## config.mk

```make
export PLATFORM = sky130hd
export DESIGN_NAME = ipb_intf
export DESIGN_NICKNAME = d
export VERILOG_FILES = /design/src/rtl/ipb_pkg.sv /design/src/rtl/ipb_intf_reg_bank.sv /design/src/rtl/ipb_intf.sv
export SDC_FILE = /design/constraint.sdc
export NUM_CORES = 1
export LEC_CHECK = 0
export CAP_MARGIN = 5
export CORE_MARGIN = 3
export CORE_UTILIZATION = 65
export CTS_CLUSTER_SIZE = 28
export DETAILED_ROUTE_END_ITERATION = 10
export PLACE_DENSITY = 0.85
export SETUP_SLACK_MARGIN = 0.2
export SLEW_MARGIN = 0
export SYNTH_ARGS = -nofsm -noshare
export SYNTH_HDL_FRONTEND = slang
export SYNTH_HIERARCHICAL = 1
export SYNTH_SLANG_ARGS = --single-unit
```

## constraint.sdc

```tcl
create_clock -name CLK -period 7.5 [get_ports CLK]
set_input_delay 2.25 -clock CLK [delete_from_list [all_inputs] [get_ports CLK]]
set_output_delay 2.25 -clock CLK [all_outputs]
set_load 0.02 [all_outputs]
```

## src/rtl/ipb_pkg.sv

```systemverilog
// Shared IPbus types and constants for the ipb_intf register endpoint.
package ipb_pkg;

  localparam int IPB_DATA_W = 32;
  localparam int IPB_ADDR_W = 32;

  // Master -> slave bus.
  typedef struct packed {
    logic [IPB_ADDR_W-1:0] addr;
    logic [IPB_DATA_W-1:0] wdata;
    logic                  strobe;
    logic                  write;
  } ipb_wbus_t;

  // Slave -> master bus.
  typedef struct packed {
    logic [IPB_DATA_W-1:0] rdata;
    logic                  ack;
    logic                  err;
  } ipb_rbus_t;

  // Address decode classes.
  typedef enum logic [1:0] {
    DEC_REG     = 2'd0,
    DEC_ID      = 2'd1,
    DEC_ILLEGAL = 2'd2
  } ipb_dec_e;

  // Classify an address from three pre-extracted facts:
  //   upper_zero : every bit above the compared field is zero
  //   range_bit  : the bit of weight NREGS
  //   low_zero   : every bit below range_bit is zero
  // Word NREGS is the ID word; anything at or above NREGS+1 is illegal.
  function automatic ipb_dec_e ipb_decode(input logic upper_zero,
                                          input logic range_bit,
                                          input logic low_zero);
    ipb_dec_e dec;
    if (!upper_zero) begin
      dec = DEC_ILLEGAL;
    end else if (!range_bit) begin
      dec = DEC_REG;
    end else if (low_zero) begin
      dec = DEC_ID;
    end else begin
      dec = DEC_ILLEGAL;
    end
    return dec;
  endfunction

endpackage

```

## src/rtl/ipb_intf_reg_bank.sv

```systemverilog
// NREGS x 32-bit register array: synchronous write, combinational read,
// synchronous active-high clear.
module ipb_intf_reg_bank
  import ipb_pkg::*;
#(
  parameter int NREGS = 16,
  parameter int IDX_W = $clog2(NREGS)
) (
  input  logic                  CLK,
  input  logic                  RST,
  input  logic                  wr_en,
  input  logic [IDX_W-1:0]      waddr,
  input  logic [IPB_DATA_W-1:0] wdata,
  input  logic [IDX_W-1:0]      raddr,
  output logic [IPB_DATA_W-1:0] rdata
);

  logic [IPB_DATA_W-1:0] regs_q [NREGS];
  logic [IPB_DATA_W-1:0] regs_d [NREGS];

  // Next-state: only the addressed word changes, and only on a write.
  always_comb begin
    for (int i = 0; i < NREGS; i++) begin
      if (wr_en && (waddr == IDX_W'(i))) begin
        regs_d[i] = wdata;
      end else begin
        regs_d[i] = regs_q[i];
      end
    end
  end

  // Register storage with synchronous clear.
  always_ff @(posedge CLK) begin
    if (RST) begin
      for (int i = 0; i < NREGS; i++) begin
        regs_q[i] <= {IPB_DATA_W{1'b0}};
      end
    end else begin
      for (int i = 0; i < NREGS; i++) begin
        regs_q[i] <= regs_d[i];
      end
    end
  end

  // Combinational read port.
  assign rdata = regs_q[raddr];

endmodule

```

## src/rtl/ipb_intf.sv

```systemverilog
// IPbus leaf slave: NREGS read/write words, a read-only ID word at
// address NREGS, and err for anything else. All rbus outputs registered;
// a new request is only taken while no response is being presented, so
// ack/err are single-cycle pulses.
module ipb_intf
  import ipb_pkg::*;
#(
  parameter int          NREGS      = 16,
  parameter int          ADDR_WIDTH = 32,
  parameter logic [31:0] ID_VALUE   = 32'h1BB0_0001
) (
  input  logic                  CLK,
  input  logic                  RST,
  input  logic [ADDR_WIDTH-1:0] ipb_addr,
  input  logic [31:0]           ipb_wdata,
  input  logic                  ipb_strobe,
  input  logic                  ipb_write,
  output logic [31:0]           ipb_rdata,
  output logic                  ipb_ack,
  output logic                  ipb_err
);

  localparam int IDX_W = $clog2(NREGS);
  localparam int CMP_W = IDX_W + 1;

  logic                  upper_zero_s;
  logic                  range_bit_s;
  logic                  low_zero_s;
  ipb_dec_e              dec_s;
  logic                  accept_s;
  logic                  wr_en_s;
  logic [IPB_DATA_W-1:0] bank_rdata_s;

  ipb_rbus_t rbus_q;
  ipb_rbus_t rbus_d;

  // Address fields: the compared field is IDX_W+1 bits; everything above
  // it must be zero for the access to be legal.
  assign upper_zero_s = ((ipb_addr >> CMP_W) == {ADDR_WIDTH{1'b0}});
  assign range_bit_s  = ipb_addr[IDX_W];
  assign low_zero_s   = (ipb_addr[IDX_W-1:0] == {IDX_W{1'b0}});
  assign dec_s        = ipb_decode(upper_zero_s, range_bit_s, low_zero_s);

  // Take a request only when no response is currently on the bus.
  assign accept_s = ipb_strobe && !rbus_q.ack && !rbus_q.err;

  ipb_intf_reg_bank #(
    .NREGS (NREGS),
    .IDX_W (IDX_W)
  ) u_reg_bank (
    .CLK   (CLK),
    .RST   (RST),
    .wr_en (wr_en_s),
    .waddr (ipb_addr[IDX_W-1:0]),
    .wdata (ipb_wdata),
    .raddr (ipb_addr[IDX_W-1:0]),
    .rdata (bank_rdata_s)
  );

  // Decode the accepted request into the next response and write enable.
  always_comb begin
    rbus_d.rdata = {IPB_DATA_W{1'b0}};
    rbus_d.ack   = 1'b0;
    rbus_d.err   = 1'b0;
    wr_en_s      = 1'b0;
    if (accept_s) begin
      case (dec_s)
        DEC_REG: begin
          rbus_d.ack = 1'b1;
          if (ipb_write) begin
            wr_en_s = 1'b1;
          end else begin
            rbus_d.rdata = bank_rdata_s;
          end
        end
        DEC_ID: begin
          if (ipb_write) begin
            rbus_d.err = 1'b1;
          end else begin
            rbus_d.ack   = 1'b1;
            rbus_d.rdata = ID_VALUE;
          end
        end
        DEC_ILLEGAL: begin
          rbus_d.err = 1'b1;
        end
        default: begin
          rbus_d.err = 1'b1;
        end
      endcase
    end else begin
      rbus_d.ack = 1'b0;
    end
  end

  // Response register; reset drops any in-flight request.
  always_ff @(posedge CLK) begin
    if (RST) begin
      rbus_q <= '{rdata: {IPB_DATA_W{1'b0}}, ack: 1'b0, err: 1'b0};
    end else begin
      rbus_q <= rbus_d;
    end
  end

  assign ipb_rdata = rbus_q.rdata;
  assign ipb_ack   = rbus_q.ack;
  assign ipb_err   = rbus_q.err;

endmodule

```

# Word level (Yosys, flattened, before mapping)
# Memories as Yosys holds them, arrays and structs flattened.
# Index checks and enable logic that the tools add are counted.
# op_classes
bitwise,17
reduce_logical,40
n_eq_ne,32
n_mux,45
# ops
op,count
$mux W32,33
$pmux W33 S2,1
$eq A4 B4 Y1 const B,8
$logic_not A32 Y1,1
$reduce_and A2 Y1,16
$mux W30,1
$logic_and A1 B1 Y1,18
$eq A4 B3 Y1 const B,4
$ne A1 B1 Y1 const B,16
$or A1 B1 Y1,16
$eq A4 B2 Y1 const B,2
$mux W1,6
$mux W2,3
$eq A4 B1 Y1 const B,1
$logic_not A4 Y1,1
$eq A2 B1 Y1 const B,1
$logic_not A1 Y1,2
$logic_not A2 Y1,1
$pmux W1 S2,1
$reduce_or A2 Y1,1
$not A1 Y1,1
# word_totals
reg_bits,34
ramBits,512
out_inout_bits,34
n_memories,1
# memory_table
name,words,word_bits,read_ports,rd_clocked_by_memory_dff,write_ports,line_no,rtl
u_reg_bank.regs_q,16,32,1,0,16,ipb_intf_reg_bank.sv:18,logic [IPB_DATA_W-1:0] regs_q [NREGS];

# Depth between registers and ports, before layout
# logic_depth
ltp_word,11
ltp_mapped,8

# Modules after synthesis
# The synthesis kept the hierarchy.
# modules_own_cells
mod,cells_per_inst,n_inst,area_per_inst_um2
ipb_intf_reg_bank,1270,1,21071.5
ipb_intf,128,1,1273.7

# Worst setup path after synthesis
# No wires, ideal clock.
# synth_timing
path_kind,input to register
start,input ipb_addr[15]
end,memory u_reg_bank.regs_q[12][0] (enable)
path_stages,6
slack_ns,2.031
path_buffers,1
arrival_ns,5.041
cell_sequence,nor4_1 > nand4_2 > buf_2 > nor3_1 > nand4b_1 > o21bai_1
# synth_lines
item,line_no,rtl
from (decl),ipb_intf.sv:14,"input logic [ADDR_WIDTH-1:0] ipb_addr,"
to (decl),ipb_intf_reg_bank.sv:18,

==> run metrics <==
CTS tree=done; Tmin final=5360 ps; post-synth cell types=36; number of cells on the worst reg-to-reg path=7; startpoint types=primary input; Synth Area per Inst=16.0 um2; total I/O pin count=102; Post-Route WL=55700 um; chip height=191 um; vias in the first global route=13104; Total GRT Usage=0.311; Placement Rows=67; crit path max-delay cell type=nand2b_2; worst hold path depth=2; clk_lat worst skew=580 ps; CP Cell Sequence=clkdlybuf4s50_1 -> nor4_1 -> nand4_2 -> buf_4 -> nor3_1 -> and3b_1 -> nand2_1 -> buf_4 -> nand2b_2; Reg2Reg Setup Slack=4320 ps; Area growth syn-to-layout=13.8%; Initial Util=0.663; 1st-iter DRT viols=2173; GP Congestion=0.857; final setup vio count=0; multiplexer share of the synthesized area=0.129; largest family of logic cells by synthesized area=multiplexers; 1st-pass router iterations=7; hold_sp=ipb_ack; Final ANT Viol Nets=0; power density over the cells=262 nW/um2; Clock Skew=19.2 ps; crit path kind=in2reg; HP Class=reg2reg; YS warnings=6; worst slew pin tran=1220 ps; Final #Nets=1524; worst vdd rail ir drop=0.393 mV; setup ws final=2140 ps; Fill cells=1812; Max-Slew Margin vs Limit=0.185; Setup WS pre-CTS=1740 ps; htree depth=2; most used cell, CP=buf_4; worst path buffer plus inverter count=3; Syn Inst Count=1398; IO buf count=101; diodes inserted=0; top cell family by delay on the critical path=simple AND/OR/NAND/NOR gates; post-synthesis compound-gate area fraction=0.0294; total setup buffers inserted after CTS=0; layout cells sized above 1=0.173; Final Hold Fails=0; status=complete, no violations; largest net degree at the start of global routing=91; TNS Setup=0 ps; Vias/cell=6.79; clk sinks=546; synthesized flop and latch total=546; Synth Cell Area=22300 um2; simple-gate portion of the synthesized area=0.0909; Longest Clk Path Bufs=3; routed len/inst=28.6 um; Die Wd=191 um; fmax=0.187 GHz; Final HPWL DP=31800 um; crit-path max cell delay=780 ps; sequential element share of the synthesized area=0.719; CORE AREA=33700 um2; Worst Setup End Kind=register; max_cap viols=0; initial antenna violation count=0; xor and xnor area share after synthesis=0; hold buffers post-CTS=0; Slew Limit Fails=0; gr ovfl total=0; Post-Synth Adder-Cell Area=0; first-pass GRT wire length=82900 um; RSZ-0062 raised after global routing=no; static leakage=8.78 nW; CTS clk-pin slew, worst paths=60 ps; CTS Buf Count=52; Via Count=13220; WP data required=7680 ps; drt drc=0; WP data arrival=5540 ps; die area=36600 um2; R2R Path End=u_reg_bank/regs_q[8][29]; Hold Path End=ipb_err; Design Area, Final=25400 um2; final period utilization=0.714; CTS resizes=0; placed cell area=23700 um2; CTS root buf=clkbuf_16; FF-to-FF Start=ipb_ack; CP Max Fanout=35; syn_nets=1466
==> state kept, by name, summed over array words and instances, names as in the netlist <==
| register | flops |
|---|---|
| u_reg_bank/regs_q | 512 |
| ipb_rdata | 32 |
| ipb_ack | 1 |
| ipb_err | 1 |
==> synthesized netlist by cell type, drive strengths merged <==
library cell	instances	area (um2)
dfxtp	34	681
and3b	2	17.5
o311a	1	10.0
a31o	1	8.76
nand3b	1	7.51
nand2b	42	263
nor3	2	10.0
nand2	50	188
nand4	2	18.8
clkbuf	88	330
a21o	1	7.51
edfxtp	512	15400
nand4b	1	8.76
a2111oi	8	113
nor4	31	213
a22oi	64	480
and2	1	6.26
buf	31	171
nor2b	4	25.0
inv	58	218
nor2	324	1220
mux4	128	2880
nor4b	1	15.0
a21boi	1	7.51
nand3	4	20.0
nor3b	2	20.0
o21bai	4	30.0
==> how the worst max path moves through the flow <==
stage          slack (ps)  cells past startpoint                       end    startpoint
3_5_place_dp         1740                      9  u_reg_bank/regs_q[8][13]  ipb_addr[16]
2_1_floorplan        2030                      6  u_reg_bank/regs_q[12][0]  ipb_addr[15]
3_3_place_gp         1810                      9  u_reg_bank/regs_q[8][23]  ipb_addr[15]
4_1_cts              2270                      9  u_reg_bank/regs_q[8][21]  ipb_addr[16]
6_report             2140                      9  u_reg_bank/regs_q[8][29]  ipb_addr[16]
5_1_grt              2000                      8  u_reg_bank/regs_q[1][19]  ipb_addr[15]
==> worst min-delay path, stage by stage, from the launching register on <==
cell,delay [ps]
dfxtp_1,340
nor3b_2,70
o311a_1,120
==> per-layer routing <==
metal	GRT usage	part of all wire	wire length (um)
met3	0.0618	0.12	6870
met5	0	0	0
met2	0.514	0.50	27900
met4	0.134	0.049	2720
met1	0.410	0.33	18100
==> area by class of cell <==
cell class                 count  area (um2)  share of cell area
sequential                   546       16100               0.631
multi-input combinational    675        5650               0.222
clock buffer                  70        1470              0.0579
timing repair buffer         123        1190              0.0467
tap                          448         561              0.0220
clock inverter                26         279              0.0110
inverter                      58         218             0.00856
==> through the flow <==
step                      instances  utilization  hold WS, ps  total power [W]
after floorplan                1398            -          687          0.00386
after global placement         1850        0.703          576          0.00401
after detailed placement       1850        0.703          581          0.00403
after CTS                      1946        0.754          589          0.00668
after global routing           1946        0.754          634          0.00683
final                          1946        0.754          580          0.00666
==> power breakdown <==
part / leakage (nW) / internal [W] / switching, W
Sequential: 5.36 / 0.00349 / 0.0000467
Clock: 0.863 / 0.00158 / 0.00110
Combinational: 2.56 / 0.000178 / 0.000272
Total: 8.78 / 0.00524 / 0.00141
==> kinds of logic after synthesis <==
kind of cell | count (synthesis)
AOI/OAI and AO/OA | 80
buffers and inverters | 177
DFF | 546
muxes | 128
and+or+nand+nor | 467
==> layout by cell type (no fill, tap or decap), types with 21 or more instances in the layout <==
cell and count:
edfxtp_1 512, nor2_1 322, mux4_2 128, clkdlybuf4s50_1 98, a22oi_1 64, inv_1 58, clkbuf_16 54, nand2_1 50
dfxtp_1 34, nand2b_1 32, nor4_1 28, buf_4 21
No activity file was read; power rests on OpenSTA's default activity.
